[src/rtl/mul_div_unit.sv]
// Iterative 32-bit multiply/divide unit: one shift-add or restoring shift-subtract
// step per cycle over 32 CALC cycles, signs applied to magnitudes at completion.
module mul_div_unit (
    input  logic        clk,
    input  logic        rst,
    input  logic        start,
    input  logic [1:0]  op,
    input  logic [31:0] a,
    input  logic [31:0] b,
    output logic        busy,
    output logic        done,
    output logic [31:0] hi,
    output logic [31:0] lo
);

    localparam logic [1:0] S_IDLE = 2'd0;
    localparam logic [1:0] S_CALC = 2'd1;
    localparam logic [1:0] S_DONE = 2'd2;

    logic [1:0]  state_q, state_d;
    logic [4:0]  cnt_q, cnt_d;
    logic [1:0]  op_q, op_d;
    logic [31:0] a_q, a_d;
    logic [31:0] b_q, b_d;
    logic [63:0] acc_q, acc_d;
    logic [31:0] hi_q, hi_d;
    logic [31:0] lo_q, lo_d;

    logic        is_div, is_signed, neg_res;
    logic [31:0] mag_a, mag_b, in_mag_a, in_mag_b;
    logic [32:0] mul_sum, div_top, div_diff;
    logic [63:0] mul_next, div_next, step, prod;
    logic [31:0] quot, rem;

    assign is_div    = op_q[1];
    assign is_signed = op_q[0];
    assign neg_res   = is_signed & (a_q[31] ^ b_q[31]);

    assign mag_a    = (is_signed && a_q[31]) ? -a_q : a_q;
    assign mag_b    = (is_signed && b_q[31]) ? -b_q : b_q;
    assign in_mag_a = (op[0] && a[31]) ? -a : a;
    assign in_mag_b = (op[0] && b[31]) ? -b : b;

    // Multiply: acc = {partial product, remaining multiplier bits}, shifted right each step.
    assign mul_sum  = {1'b0, acc_q[63:32]} + {1'b0, (acc_q[0] ? mag_a : 32'd0)};
    assign mul_next = {mul_sum, acc_q[31:1]};

    // Divide: acc = {partial remainder, dividend/quotient bits}, shifted left each step.
    assign div_top  = acc_q[63:31];
    assign div_diff = div_top - {1'b0, mag_b};
    assign div_next = (div_top >= {1'b0, mag_b}) ? {div_diff[31:0], acc_q[30:0], 1'b1}
                                                 : {div_top[31:0],  acc_q[30:0], 1'b0};

    assign step = is_div ? div_next : mul_next;
    assign prod = neg_res ? -step : step;
    assign quot = neg_res ? -step[31:0] : step[31:0];
    assign rem  = (is_signed && a_q[31]) ? -step[63:32] : step[63:32];

    always_comb begin
        // NOTE: every next-state signal gets a default first so no path leaves it unassigned (no latches).
        state_d = state_q;
        cnt_d   = cnt_q;
        op_d    = op_q;
        a_d     = a_q;
        b_d     = b_q;
        acc_d   = acc_q;
        hi_d    = hi_q;
        lo_d    = lo_q;
        case (state_q)
            S_IDLE: begin
                if (start) begin
                    state_d = S_CALC;
                    cnt_d   = 5'd0;
                    op_d    = op;
                    a_d     = a;
                    b_d     = b;
                    acc_d   = {32'd0, (op[1] ? in_mag_a : in_mag_b)};
                end
            end
            S_CALC: begin
                acc_d = step;
                cnt_d = cnt_q + 5'd1;
                if (cnt_q == 5'd31) begin
                    state_d = S_DONE;
                    if (is_div && b_q == 32'd0) begin
                        hi_d = a_q;
                        lo_d = 32'hFFFF_FFFF;
                    end else if (is_div) begin
                        hi_d = rem;
                        lo_d = quot;
                    end else begin
                        hi_d = prod[63:32];
                        lo_d = prod[31:0];
                    end
                end
            end
            S_DONE:  state_d = S_IDLE;
            default: state_d = S_IDLE;
        endcase
    end

    // NOTE: sequential state uses non-blocking assignments so all registers update together.
    always_ff @(posedge clk or posedge rst) begin
        if (rst) begin
            state_q <= S_IDLE;
            cnt_q   <= 5'd0;
            op_q    <= 2'd0;
            a_q     <= 32'd0;
            b_q     <= 32'd0;
            acc_q   <= 64'd0;
            hi_q    <= 32'd0;
            lo_q    <= 32'd0;
        end else begin
            state_q <= state_d;
            cnt_q   <= cnt_d;
            op_q    <= op_d;
            a_q     <= a_d;
            b_q     <= b_d;
            acc_q   <= acc_d;
            hi_q    <= hi_d;
            lo_q    <= lo_d;
        end
    end

    assign busy = (state_q == S_CALC);
    assign done = (state_q == S_DONE);
    assign hi   = hi_q;
    assign lo   = lo_q;

endmodule
[config.mk]
export PLATFORM = sky130hd
export DESIGN_NAME = mul_div_unit
export DESIGN_NICKNAME = d
export VERILOG_FILES = /design/src/rtl/mul_div_unit.sv
export SDC_FILE = /design/constraint.sdc
export NUM_CORES = 1
export LEC_CHECK = 0
export CAP_MARGIN = 40
export CORE_AREA = 2 2 242 244
export CTS_BUF_LIST = sky130_fd_sc_hd__clkbuf_8
export CTS_CLUSTER_DIAMETER = 200
export DETAILED_ROUTE_END_ITERATION = 7
export DIE_AREA = 0 0 244 246
export PLACE_DENSITY = 0.58
export SLEW_MARGIN = 20
export SYNTH_ARGS = -nofsm -noshare
export SYNTH_HDL_FRONTEND = slang
export SYNTH_SLANG_ARGS = --single-unit
export TNS_END_PERCENT = 10
[constraint.sdc]
create_clock -name clk -period 18.11 [get_ports clk]
set_clock_uncertainty 0.2 [all_clocks]
set_input_delay 2.7165 -clock clk [delete_from_list [all_inputs] [get_ports clk]]
set_output_delay 2.7165 -clock clk [all_outputs]
set_load 0.03 [all_outputs]
[Yosys cells after proc, flatten, opt, wreduce, memory -nomap -nowiden]
Index checks and enable logic that the tools add are counted.
Storage, ports and cells
  bits in registers: 201
  input bits: 69
  logic and storage cells: 60
Cells by class
  add/subtract/negate cells: 10
  magnitude comparators: 1
  eq/ne operators: 5
  multiplexer cells: 22
  bitwise operators: 2
  reductions and logical operators: 12
Operators with widths (count)
  32-bit 2-to-1 mux: 12
  64-bit 2-to-1 mux: 4
  32-bit negator: 6
  64-bit one-hot mux with 2 select lines: 1
  64-bit negator: 1
  32-bit by 32-bit adder with 33-bit output: 1
  33-bit by 32-bit >= comparator with 1-bit output: 1
  32-bit zero test: 1
  32-bit subtractor: 1
  5-bit one-hot mux with 2 select lines: 1
  2-bit AND reduction: 4
  5-bit by 1-bit adder with 5-bit output (second input constant): 1
  5-bit equality test (second input constant): 1
  1-bit logical AND: 5
  5-bit 2-to-1 mux: 1
  2-bit 2-to-1 mux: 2
  2-bit one-hot mux with 2 select lines: 1
  2-bit by 1-bit equality test with 1-bit output (second input constant): 1
  2-bit equality test (second input constant): 1
  2-bit zero test: 1
  2-bit by 1-bit != test with 1-bit output (second input constant): 1
  2-bit != test (second input constant): 1
  2-bit nonzero test: 1
  1-bit AND: 1
  1-bit XOR: 1

[Logic depth before layout (Yosys ltp)]
  word-level depth: 9
  gate-level depth with buffers: 35
  gate-level depth less buffers: 32

[Worst setup path after synthesis]
OpenSTA, ideal clock, no wires.
  path kind: register -> register
  from: reg b_q[3]
  to: reg hi_q[30], in the netlist hi[30]
  setup time: 0.077 ns
  arrival time: 6.867 ns
  path slack: 10.967 ns
  cell stages (with the launch flop): 34
  buffers on the path: 3
  period minus slack after synthesis: 7.143 ns
  cell sequence: dfrtp_1 nor3_1 nand3_1 or3_1 nor4_1 nand2_1 nor2_1 nand2_1 or2_2 o21ai_0 xor2_1 ha_1 a21o_1 a211o_1 a31oi_1 o211a_1 clkbuf_1 nand2_4 buf_1 nand2_1 a21boi_0 ha_1 o211ai_1 o21bai_1 or2_2 nor4_1 and3_1 buf_2 nand2_1 o21ai_1 nand3b_1 o31a_1 xor2_1 o21ai_1
Between the ends
  word-level cells in the longest chain between the ends: 9
Ends and longest elaborated chain
  start, declared: line 24  | logic [31:0] b_q, b_d;
  start signal, assigned: line 109  | b_q <= 32'd0;
  start signal, assigned: line 118  | b_q <= b_d;
  32-bit negator: line 40  | assign mag_b = (is_signed && b_q[31]) ? -b_q : b_q;
  32-bit 2-to-1 mux: line 40
  32-bit subtractor / 33-bit by 32-bit >= comparator with 1-bit output (equally long branches): line 50, 51
  64-bit 2-to-1 mux: line 51  | assign div_next = (div_top >= {1'b0, mag_b}) ? {div_diff[31:0], acc_q[30:0], 1'b1}
  64-bit 2-to-1 mux: line 54  | assign step = is_div ? div_next : mul_next;
  64-bit negator / 32-bit negator (equally long branches): line 55, 57
  64-bit 2-to-1 mux / 32-bit 2-to-1 mux (equally long branches): line 55, 57
  32-bit 2-to-1 mux: line 88  | end else if (is_div) begin
  32-bit 2-to-1 mux *: line 85  | if (is_div && b_q == 32'd0) begin
  end signal, assigned: line 120  | hi_q <= hi_d;
  end, declared: line 26  | logic [31:0] hi_q, hi_d;
Mark *: on every way between the ends. The rest lies on a longest branch, timed or not.
A chain may end at the register's enable or synchronous reset.

[Worst setup path in the final report]
  from: reg b_q[2]
  to: reg hi_q[28], in the netlist hi[28]
Same word-level chain as after synthesis.

==> impl_metrics.tcl <==
set metrics [dict create \
    drive_above_1_share_pct 5.67 \
    hpwl_um 52500 \
    critPathLaunchType "flop" \
    die_w_um 244 \
    grt_start_max_net_pins 78 \
    end_kind "flop" \
    postLayoutCellArea_mm2 0.0200 \
    start_util_pct 29.7 \
    antenna_found_initial 1 \
    timing.fmax_mhz 114 \
    setup_viol 0 \
    syn2layout_area_growth_pct 17.5 \
    path_delay_family "simple AND/OR/NAND/NOR gates" \
    cap_violations 0 \
    cts_root_buf "clkbuf_8" \
    postSynth.asyncResetShare_pct 100 \
    hp-start "hi[15]" \
    dr.pass1.iters 8 \
    final_cells 3093 \
    cts-hold-fix-buffers 0 \
    synth_seq_area_share_pct 29.6 \
    ys_dominant_reg_cell "dfrtp_1" \
    cts.reportedPaths.clkPinSlew_ps 60 \
    synthesis.nets 2361 \
    avgSynthCellArea_um2 7.67 \
    hold_violations 0 \
    drtIter0Drc 1711 \
    status "complete, no violations" \
    die_y_um 246 \
    slowest_stage "nor4_1" \
    cts_tree "built" \
    synth_cells 2218 \
    ys_ff_latch 201 \
    routed_wl_um 67900 \
    vias 17500 \
    dp.cells 3020 \
    core_mm2 0.0574 \
    reg2reg_from "b_q[2]" \
    worst_pin_slew_ps 888 \
    port_buffers 134 \
    track_usage_pct 22.1 \
    placed_cell_area_mm2 0.0191 \
    synth_enable_flop_cells 0 \
    clock_latency_ps 620 \
    htree_levels 2 \
    hold-path-cell-count 2 \
    setup_tns_ps 0 \
    vias_per_cell 5.65 \
    finalCriticalPeriod_ps 8740 \
    cts.sinks 201 \
    r2r_end "hi[28]" \
    required_ps 18380 \
    route.antenna.remaining_nets 0 \
    arrival_ps 9010 \
    gp_congestion 0.943 \
    die_area_mm2 0.0600 \
    cts_setup_buffers 0 \
    reg2reg_setup_slack_ps 9370 \
    ys.warnings.count 0 \
    drcViolationCount 0 \
    rsz0062_at_grt "no" \
    wl_per_cell_um 22.0 \
    netlist_area_mm2 0.0170 \
    cts_made_buffers 39 \
    synth_cell_types 82 \
    max_slew_margin_pct 40.8 \
    crit_top_cell "nand2_1" \
    path_max_fanout 28 \
    min_period_over_period_pct 48.3 \
    path_buf_inv 0 \
    clock_path_buffers 3 \
    io-pin-count 135 \
    hp-class "reg2reg" \
    holdPathEnd "hi[15]" \
    maxSlewViolCount 0 \
    nNetsFinal 2441 \
    overflow 0 \
    criticalPathCategory "reg2reg" \
    grt_pass1_vias 16700 \
    reg2reg_depth 31 \
    whs_ps 282 \
    rows 88 \
    cts_resized 0 \
    diodes 0 \
    critPathMaxStageDelay_ps 480 \
    grt_first_pass_wirelength_um 102000 \
]
==> cell usage in the layout (no fill, tap or decap), drive strengths merged, types with 7 or more instances in the layout <==
cell type      count
nor3              62
a21oi            194
o221ai            34
nor2             172
o41ai             10
or2                7
nor4              23
nand2b            11
o21a              13
o22a              25
o211ai            24
nand3             66
o31ai             26
a211oi             7
mux2i             42
a31oi             29
a221oi             7
xor2              93
a21o              21
inv               49
o21ai            197
xnor2            116
dfrtp            201
or3               25
nand2            392
nand3b             7
buf               33
and2              17
nor2b             12
ha                72
nand4             19
and3              30
clkbuf            53
clkdlybuf4s50    133
==> cells in the mapped netlist (30+ instances only) <==
master	instances	area (um^2)
mux2i_1	42	420
inv_1	37	139
nor2_1	171	642
a21oi_1	194	971
ha_1	72	901
nor3_1	62	310
dfrtp_1	201	5030
and3_1	30	188
o21ai_0	190	951
o221ai_1	34	298
nand2_1	391	1470
nand3_1	65	325
xor2_1	93	815
clkbuf_1	97	364
xnor2_1	116	1020
==> registers in the layout (all words and copies together) (netlist names) <==
name and flops:
lo 32, a_q 32, acc_q 64, state_q 2, hi 32, op_q 2, cnt_q 5, b_q 32
==> worst max-delay path by stage <==
| stage | startpoint | end | slack (ps) | depth (start not counted) |
|---|---|---|---|---|
| 6_report | b_q[2] | hi[28] | 9370 | 31 |
| 4_1_cts | b_q[2] | hi[28] | 9510 | 31 |
| 3_3_place_gp | b_q[2] | hi[24] | 9790 | 31 |
| 3_5_place_dp | b_q[2] | hi[28] | 9550 | 31 |
| 5_1_grt | b_q[2] | hi[24] | 8760 | 31 |
| 2_1_floorplan | rst | a_q[0] | 9710 | 1 |
==> area by class of cell <==
class | instances | area [um^2]
clock buffer | 53 | 729
clock inverter | 18 | 95.1
fill | 6037 | 37400
inverter | 38 | 150
multi-input combinational | 1852 | 11400
sequential | 201 | 5030
tap | 765 | 957
timing repair buffer | 166 | 1670
==> metrics by stage <==
stage	util, %	setup WS, ps
5_1_grt	34.9	8760
2_1_floorplan	-	9710
3_3_place_gp	33.1	9790
3_5_place_dp	33.3	9550
6_report	34.9	9370
4_1_cts	34.8	9510
==> metal layers <==
layer  up-vias  GRT usage [%]  wire, um
met1      8459           29.4     29500
met3       144           3.81      4540
li1       8174              -         -
met4         2           9.31      2900
met5         -              0        14
met2       681           35.3     31000
==> kinds of logic after synthesis <==
family	count (synthesis)	synth area share, %
xor gates and xnor gates	209	10.8
buffers and inverters	165	3.81
AOI/OAI and AO/OA	658	24.6
adders and majority gates	74	5.53
muxes	46	2.73
DFF	201	29.6
and+or+nand+nor	865	23.0
==> worst min-delay path, delay by kind of cell (launching register included) <==
family | cells | cell delay, ps
flops | 1 | 350
simple gates | 2 | 110
Power is not shown: default switching activity piles up to over one toggle a cycle in this logic, so the estimate is an artifact.
